**config.mk**
```make
export PLATFORM = sky130hd
export DESIGN_NAME = vga_timing
export DESIGN_NICKNAME = d
export VERILOG_FILES = /design/src/rtl/vga_timing.sv
export SDC_FILE = /design/constraint.sdc
export NUM_CORES = 1
export LEC_CHECK = 0
export ABC_AREA = 0
export CAP_MARGIN = 20
export CORE_MARGIN = 8
export CORE_UTILIZATION = 42
export DETAILED_ROUTE_END_ITERATION = 16
export PLACE_DENSITY = 0.71
export SETUP_SLACK_MARGIN = 0.3
export SYNTH_ARGS = -nofsm -noshare
export SYNTH_HDL_FRONTEND = slang
export SYNTH_SLANG_ARGS = --single-unit
export TNS_END_PERCENT = 1
```
**constraint.sdc**
```tcl
create_clock -name clk -period 1.75 [get_ports clk]
set_input_delay 0.175 -clock clk [delete_from_list [all_inputs] [get_ports clk]]
set_output_delay 0.175 -clock clk [all_outputs]
set_load 0.1 [all_outputs]
```
**src/rtl/vga_timing.sv**
```systemverilog
`timescale 1ns/1ps
// Video timing generator for the 1440x900 path: free-running h/v counters
// and a single register stage that aligns blanked colour, syncs and the frame tick.
module vga_timing #(
  parameter int unsigned H_ACTIVE = 1440,
  parameter int unsigned H_FP     = 80,
  parameter int unsigned H_SYNC   = 152,
  parameter int unsigned H_BP     = 232,
  parameter int unsigned V_ACTIVE = 900,
  parameter int unsigned V_FP     = 1,
  parameter int unsigned V_SYNC   = 3,
  parameter int unsigned V_BP     = 28,
  parameter logic        HS_POL   = 1'b0,
  parameter logic        VS_POL   = 1'b1
) (
  input  logic        clk,
  input  logic        rst_n,
  input  logic [3:0]  r,
  input  logic [3:0]  g,
  input  logic [3:0]  b,
  output logic [10:0] draw_x,
  output logic [9:0]  draw_y,
  output logic [3:0]  vga_r,
  output logic [3:0]  vga_g,
  output logic [3:0]  vga_b,
  output logic        hsync,
  output logic        vsync,
  output logic        active,
  output logic        frame_tick
);

  localparam int unsigned H_TOTAL = H_ACTIVE + H_FP + H_SYNC + H_BP;
  localparam int unsigned V_TOTAL = V_ACTIVE + V_FP + V_SYNC + V_BP;

  localparam logic [10:0] H_LAST   = 11'(H_TOTAL - 1);
  localparam logic [10:0] H_ACT    = 11'(H_ACTIVE);
  localparam logic [10:0] H_SYNC_S = 11'(H_ACTIVE + H_FP);
  localparam logic [10:0] H_SYNC_E = 11'(H_ACTIVE + H_FP + H_SYNC);

  localparam logic [9:0]  V_LAST   = 10'(V_TOTAL - 1);
  localparam logic [9:0]  V_ACT    = 10'(V_ACTIVE);
  localparam logic [9:0]  V_SYNC_S = 10'(V_ACTIVE + V_FP);
  localparam logic [9:0]  V_SYNC_E = 10'(V_ACTIVE + V_FP + V_SYNC);

  logic [10:0] h_cnt;
  logic [9:0]  v_cnt;
  logic        h_wrap;
  logic        act0;
  logic        hs0;
  logic        vs0;
  logic        tick0;

  assign h_wrap = (h_cnt == H_LAST);

  always_ff @(posedge clk or negedge rst_n) begin
    if (!rst_n) begin
      h_cnt <= '0;
      v_cnt <= '0;
    end else if (h_wrap) begin
      h_cnt <= '0;
      v_cnt <= (v_cnt == V_LAST) ? '0 : v_cnt + 10'd1;
    end else begin
      h_cnt <= h_cnt + 11'd1;
    end
  end

  assign draw_x = h_cnt;
  assign draw_y = v_cnt;

  // Stage-0 decode of the current counter position; registered below so every
  // output lines up with the colour returned for this draw_x/draw_y.
  always_comb begin
    act0  = (h_cnt < H_ACT) && (v_cnt < V_ACT);
    hs0   = (h_cnt >= H_SYNC_S) && (h_cnt < H_SYNC_E);
    vs0   = (v_cnt >= V_SYNC_S) && (v_cnt < V_SYNC_E);
    tick0 = (h_cnt == '0) && (v_cnt == V_ACT);
  end

  always_ff @(posedge clk or negedge rst_n) begin
    if (!rst_n) begin
      vga_r      <= '0;
      vga_g      <= '0;
      vga_b      <= '0;
      active     <= 1'b0;
      hsync      <= ~HS_POL;
      vsync      <= ~VS_POL;
      frame_tick <= 1'b0;
    end else begin
      vga_r      <= act0 ? r : '0;
      vga_g      <= act0 ? g : '0;
      vga_b      <= act0 ? b : '0;
      active     <= act0;
      hsync      <= hs0 ? HS_POL : ~HS_POL;
      vsync      <= vs0 ? VS_POL : ~VS_POL;
      frame_tick <= tick0;
    end
  end

endmodule

```
## Word level (Yosys, flattened, before mapping)

Cells that the tools add are included.

- Register bits: 37
- Bits in latches: 0
- RAM bits: 0
- ROM bits: 0
- Input port bits: 14
- Output and inout bits: 37
- Logic and storage cells: 32
- Memories: 0

- $add $sub $neg: 2
- Multipliers: 0
- Div/mod/pow operators: 0
- Magnitude comparators: 6
- Equality and inequality tests: 3
- Shift operators: 0
- Muxes and demuxes: 7
- Bitwise operators: 0
- Reductions and logical operators: 5

Operator list:

| kind | number |
|---|---|
| $lt A11 B11 Y1 const B | 2 |
| $eq A10 B10 Y1 const B | 2 |
| $lt A10 B10 Y1 const B | 2 |
| $mux W4 | 3 |
| $add A11 B1 Y11 const B | 1 |
| $eq A11 B11 Y1 const B | 1 |
| $ge A11 B11 Y1 const B | 1 |
| $logic_not A11 Y1 | 1 |
| $mux W11 | 1 |
| $add A10 B1 Y10 const B | 1 |
| $ge A10 B10 Y1 const B | 1 |
| $mux W10 | 1 |
| $logic_and A1 B1 Y1 | 4 |
| $mux W1 | 2 |

## Longest topological paths before layout

- Depth in word-level cells: 3
- Depth in mapped cells: 6
- Depth with buffers taken out: 5

## Least setup slack after synthesis

OpenSTA, ideal clock, no wires.

- Path kind: flip-flop to flip-flop
- Start: register h_cnt[0] (netlist: draw_x[0])
- End: register v_cnt[8] (netlist: draw_y[8])
- Setup time: 0.174 ns
- Data arrival time: 2.269 ns
- Path slack: -0.693 ns
- Cell stages (with the launch flop): 6
- Path buffers: 1
- Clock period less this slack: 2.443 ns
- Cell sequence: dfrtp_1 ha_1 nand4_1 nor4_2 buf_2 a31oi_1

- Word-level cells in the longest chain between the ends: 1

Ends and longest elaborated chain:

| item | line | text |
|---|---|---|
| start, declared | 45 | `logic [10:0] h_cnt;` |
| start signal, assigned | 63 | `h_cnt <= h_cnt + 11'd1;` |
| $eq A11 B11 Y1 | 53 | `assign h_wrap = (h_cnt == H_LAST);` |
| end signal, assigned | 61 | `v_cnt <= (v_cnt == V_LAST) ? '0 : v_cnt + 10'd1;` |
| end, declared | 46 | `logic [9:0] v_cnt;` |

No other way between the ends.
A chain may end at the register's enable or synchronous reset.

## Worst setup path after layout

- Start: register v_cnt[4] (netlist: draw_y[4])
- End: register v_cnt[1] (netlist: draw_y[1])

- Word-level cells in the longest chain between the ends: 2

Ends and longest elaborated chain:

| item | line |
|---|---|
| $eq A10 B10 Y1 | 61 |
| $mux W10 | 61 |

No other way between the ends.

==> results.md <==
* Slew Limit Headroom at 0.691
* Starting density of the core at 0.432
* Most used standard cell by instance count after synthesis: dfrtp_1
* Cell accounting for the most synthesized area: dfrtp_1
* Via count at between 1,500 and 2,000
* Metal-1 WL at around 1.8 mm
* CP Launch Type: flip-flop
* Netlist cell types at 34
* Crit Path Class: reg -> reg
* IO Port Bufs at 50
* Setup TNS at -0.227 ns
* Die Area at between 6000 and 7000 µm²
* Drt initial violations at between 40 and 50
* Routed wire per std cell at ~16 µm
* CP max FO at 3
* DRC viols at 0
* Worst Hold Class: in -> async
* Layout Nets at about 260
* Setup ws final at -0.0734 ns
* Worst VDD drop at 0.000635 V
* Post-synth top cells: dfrtp_1, and2_1, nor2_1
* Period minus WS final at 1.82 ns
* Max Cap Violations at 0
* Later-pin clock latency in the skew report at approximately 0.28 ns
* Routed met3 length at ~200 µm
* Critical Path Slowest Stage Cell: or4_4
* Average size of a mapped cell at around 11 µm²
* Violated checks: setup timing
* Final setup violation count at 6
* Synth Instances at 162
* First-pass detailed-route iteration total at 4
* Placed insts at ~280
* Final HPWL DP at approximately 3.5 mm
* Row count at 23
* Initial antenna violation count at 0
* Area Overhead vs Synth at 64.5%
* Synth Net Count at ~180
* Crit-path cells: or4_4, or3_4, and2_4, a22o_1
* Most used flip-flop cell after synthesis: dfrtp_1
* Vias/cell at 5.22
* Max Used Layer: met4
* Critical path's largest stage delay at 0.54 ns
* Asr flop ratio synth at 1.00
* Worst-path clk slew at roughly 0.070 ns
* Global-route wire length before repair at 7.48 mm
* GRT overflow at 0
* Width of the die at approximately 80 µm
* Crit path max-delay family: simple AND/OR/NAND/NOR gates
* CTS sink cnt at 37
* Critical path data arrival time at ~2.0 ns
* Die Height at between 70 and 80 µm
* Area contributors post-synth: dfrtp_1, and2_1, ha_1
* GR Util All Layers at 0.147
* Slew @ Worst Pin at 0.463 ns
* GPL Wtd Cong at around 0.86
* Top Ports at between 50 and 60
* Final period utilization at 1.04
* Share of cells above drive strength 1 at 0.457
* Hold buffers post-CTS at 0
* Status: finished with violations
* Metal2 WL at between 2 and 3 mm
* Synthesis Warnings at 0
* WP data required at approximately 1.9 ns
* CTS tree: built
* Area of the core at 3970 µm²
* N_diodes at 0
* CTS Buf Count at 5
* Leak at around 1.3 nW
* Non-Filler Instances at 293
* Netlist Area Pre-Place at ~1700 µm²
* Layout Skew at 0.00706 ns
* PD cells at around 640 nW/µm²
* Share of the synthesized area in the top cell type at 0.526
* Clock Path Buffers at 2
* Final hold vios at 0
* Number of synthesized flops with an enable pin at 0
* Post-synthesis sequential area ratio at 0.541
* Final antenna-violating net count at 0
* Largest net degree at the start of global routing at 38
* CP bufs+invs at 0
* RSZ-0062 raised after global routing: yes
* Flops & latches, synth at 37
* CP Capture Type: flip-flop
* H-tree Lvls at 2
* CTS root buffer: clkbuf_8
* Fmax at roughly 550 MHz
* Vias in the first global route at roughly 1,600
* Final WL at about 4.7 mm
* Pins Over Slew Limit at 0
-- per-layer routing --
layer / GRT usage / vias to the layer above
met2: 0.266 / 42
met5: 0 / -
met3: 0.0372 / 7
met1: 0.159 / 766
li1: - / 714
met4: 0.0564 / 0
-- per-stage QoR --
stage                     setup WS, ns  hold WS (ns)  power, W   util  area (µm²)
after floorplan                 -0.257        -0.121   0.00100      -        1750
after global placement         -0.0374         0.494   0.00108  0.652        2590
after detailed placement       -0.0772         0.516   0.00108  0.652        2590
after CTS                      -0.0617         0.333   0.00182  0.690        2740
after global routing           -0.0959         0.352   0.00187  0.710        2820
final                          -0.0734         0.308   0.00180  0.710        2820
-- placed cells by master, fill, tap and decap left out, drive strengths merged, types with 2 or more instances in the layout --
master / instances
buf: 64
inv: 9
nand4: 5
xor2: 5
and3: 4
nor2: 14
o21ai: 6
a21oi: 2
a22o: 3
nand3: 11
or3: 6
nand2: 11
clkdlybuf4s50: 13
and2: 14
nor3: 5
ha: 6
clkbuf: 7
xnor2: 6
or4: 3
nor4: 3
dfrtp: 36
-- sequential cells by signal (all words and copies together), names as in the netlist --
name,count
frame_tick,1
vga_g,4
hsync,1
active,1
vsync,1
vga_r,4
vga_b,4
draw_x,11
draw_y,10
-- final timing paths --
check | start | to | slack [ns] | cells after the start
setup / recovery | draw_y[4] | draw_y[1] | -0.07 | 4
max in group asynchronous | rst_n | draw_y[4] | 1.06 | 2
min in group clk | b[2] | vga_b[2] | 0.45 | 2
hold reg to reg | draw_y[8] | draw_y[8] | 0.53 | 1
hold / removal | rst_n | draw_y[3] | 0.31 | 2
setup reg to reg | draw_y[4] | draw_y[1] | -0.07 | 4
-- timing repair --
action | CTS | global route
gates resized for setup | 9 | 7
buffers inserted | 0 | 4
pin swaps | 5 | 7
endpoints found under the setup margin | 28 | 35
-- area by class of cell --
type | count | area [µm²]
flip-flops and latches | 37 | 963
fillers | 283 | 1150
repair buffers | 77 | 840
inverters | 9 | 33.8
clock buffers | 7 | 86.3
multi-input cells | 112 | 805
well taps | 50 | 62.6
clock inverters | 1 | 30.0
-- report_power, final --
| part | switching, W | internal, W | leakage [nW] |
|---|---|---|---|
| logic | 0.000137 | 0.0000509 | 0.780 |
| registers | 0.00000374 | 0.000869 | 0.434 |
| clock network | 0.000277 | 0.000464 | 0.0585 |
| total | 0.000417 | 0.00138 | 1.27 |
-- logic make-up after synthesis --
family / Yosys count / synth area share
AOI/OAI and AO/OA: 15 / 0.0569
DFF: 37 / 0.541
buffers and inverters: 13 / 0.0387
and+or+nand+nor: 79 / 0.258
adders and majority gates: 6 / 0.0438
xor gates and xnor gates: 11 / 0.0562
muxes: 1 / 0.00584
(Power assumes the default switching activity.)
==> patch, RTL diff (config.mk and constraints unchanged) <==
Add an input register stage for `r`, `g` and `b`, cleared by the reset; this delays them by one clock.
--- a/src/rtl/vga_timing.sv
+++ b/src/rtl/vga_timing.sv
@@ -41,6 +41,22 @@
   localparam logic [9:0]  V_ACT    = 10'(V_ACTIVE);
   localparam logic [9:0]  V_SYNC_S = 10'(V_ACTIVE + V_FP);
   localparam logic [9:0]  V_SYNC_E = 10'(V_ACTIVE + V_FP + V_SYNC);
+
+  logic [3:0] r_q;
+  logic [3:0] g_q;
+  logic [3:0] b_q;
+
+  always_ff @(posedge clk or negedge rst_n) begin
+    if (!rst_n) begin
+      r_q <= '0;
+      g_q <= '0;
+      b_q <= '0;
+    end else begin
+      r_q <= r;
+      g_q <= g;
+      b_q <= b;
+    end
+  end
 
   logic [10:0] h_cnt;
   logic [9:0]  v_cnt;
@@ -86,9 +102,9 @@
       vsync      <= ~VS_POL;
       frame_tick <= 1'b0;
     end else begin
-      vga_r      <= act0 ? r : '0;
-      vga_g      <= act0 ? g : '0;
-      vga_b      <= act0 ? b : '0;
+      vga_r      <= act0 ? r_q : '0;
+      vga_g      <= act0 ? g_q : '0;
+      vga_b      <= act0 ? b_q : '0;
       active     <= act0;
       hsync      <= hs0 ? HS_POL : ~HS_POL;
       vsync      <= vs0 ? VS_POL : ~VS_POL;
Formal check against the unedited RTL: not equivalent (a bounded check fails within 4 cycles, from zero or initial values and one cycle with rst_n low).
==> patch against the original RTL <==
  * Sequential power is 33% higher
  * Routed wire length is 6.3% lower
  * Sequential share of layout area is 6.1 points higher
  * Worst setup slack better by 0.11 ns
  * Fmax is 6.2% higher
  * Cell count is 3.8% higher
  * Final area is 10% higher
  * Area after synthesis is 16% higher
  * Core utilization is 4.4 points lower
  * Hold slack better by 0.0032 ns
  * Sequential cell count is 12 higher
  * Total power is 19% higher
  * Critical endpoint is now draw_y[9]
  * Largest cell class unchanged
  * Largest power group unchanged
  * Highest routed layer unchanged
==> patch: results (changes against the original RTL) <==
metric,value,unit,change
status,"finished, final reports clean",,was finished with violations
Synth area leaders,"dfrtp_1, and2_1, ha_1",,unchanged
multi-input logic area,768,sq um,was 805 sq um
fraction of layout cells with a size suffix above 1,40.8,%,was 45.7%
Signal buf overhead,28.0,%,was 29.8%
Power Combinational,196,uW,was 188 uW
clk cell area share,3.59,%,was 4.13%
hold crit path type,input port to flop,,was input port to async pin
Sw Ratio,23.5,%,was 23.2%
worst r2r dst,draw_y[9],,was draw_y[1]
DIE AREA,7200,sq um,was 6380 sq um
Reg2Reg Setup Slack,0.03,ns,was -0.07 ns
Max VDD drop,425,uV,was 635 uV
sequential cell area share,40.3,%,was 34.2%
Worst Setup EP,draw_y[9],,was draw_y[1]
clk_skew,0.00913,ns,was 0.00706 ns
Final #Nets,269,,was 262
synth cell count leaders,"dfrtp_1, and2_1, nor2_1",,unchanged
DR vias,1533,,was 1529
initial DRC count,88,,was 46
Reg2Reg Depth,5,,was 4
Detailed Route WL,4440,microns,was 4730 microns
inverter count,10,,was 9
sequential fraction of the synthesis area,61.7,%,was 54.1%
Pleak,0.00137,uW,was 0.00127 uW
"worst slack, placed",-0.0592,ns,was -0.0772 ns
first-pass GRT wire length,7260,microns,was 7480 microns
"Avg Cell Area, Syn",11.8,sq um,was 10.6 sq um
critical-path maximum fanout,4,,was 3
Min Hold Slack,0.311,ns,was 0.308 ns
# clock sinks,49,,was 37
multi-input combinational area share,24.7,%,was 28.5%
Comb power frac,9.1,%,was 10.4%
slew margin rel.,68.3,%,was 69.1%
WL/cell,14.6,microns,was 16.2 microns
Cell variety after synth,37,,was 34
wl on met1,1820,microns,was 1790 microns
placed insts,292,,was 281
Final GP Congestion,0.830,,was 0.864
critical path arrival,1.94,ns,was 1.99 ns
multi-input gate count,105,,was 112
number of global-route vias before repair,1567,,was 1553
placed inst area,2900,sq um,was 2590 sq um
met2 WL,2270,microns,was 2690 microns
Clock power frac,36.6,%,was 41.1%
Crit. Startpoint,draw_x[1],,was draw_y[4]
largest net degree at the start of global routing,30,,was 38
## patch: cell types whose count changed after synthesis, sizes merged, moves of 3 or more
| cell | unedited run | this run |
|---|---|---|
| dfrtp | 36 | 48 |
| a21oi | 2 | 8 |
| nand2 | 11 | 5 |
| clkbuf | 0 | 3 |
| nand4 | 5 | 8 |
| or3 | 6 | 3 |
| xor2 | 5 | 2 |
## patch: timing repair
item / in CTS / in global routing
setup buffers: 1 / 2
hold endpoints to repair: 20 / 0
endpoints found under the setup margin: 21 / 33
pin swaps: 4 / 7
resized for setup: 1 / 11
hold buffers: 1 / 0
## patch: kinds of logic after synthesis
kind of cell | synth area share, %
xor gates and xnor gates | 4.40
muxes | 1.01
buffers and inverters | 3.08
and+or+nand+nor | 20.2
DFF | 61.7
adders and majority gates | 3.77
AOI/OAI and AO/OA | 5.85
## patch: per-layer routing
metal	global-route usage [%]	vias to the layer above
met1	14.3	742
met2	21.8	48
li1	-	734
met4	5.66	0
met5	0	-
met3	3.67	9
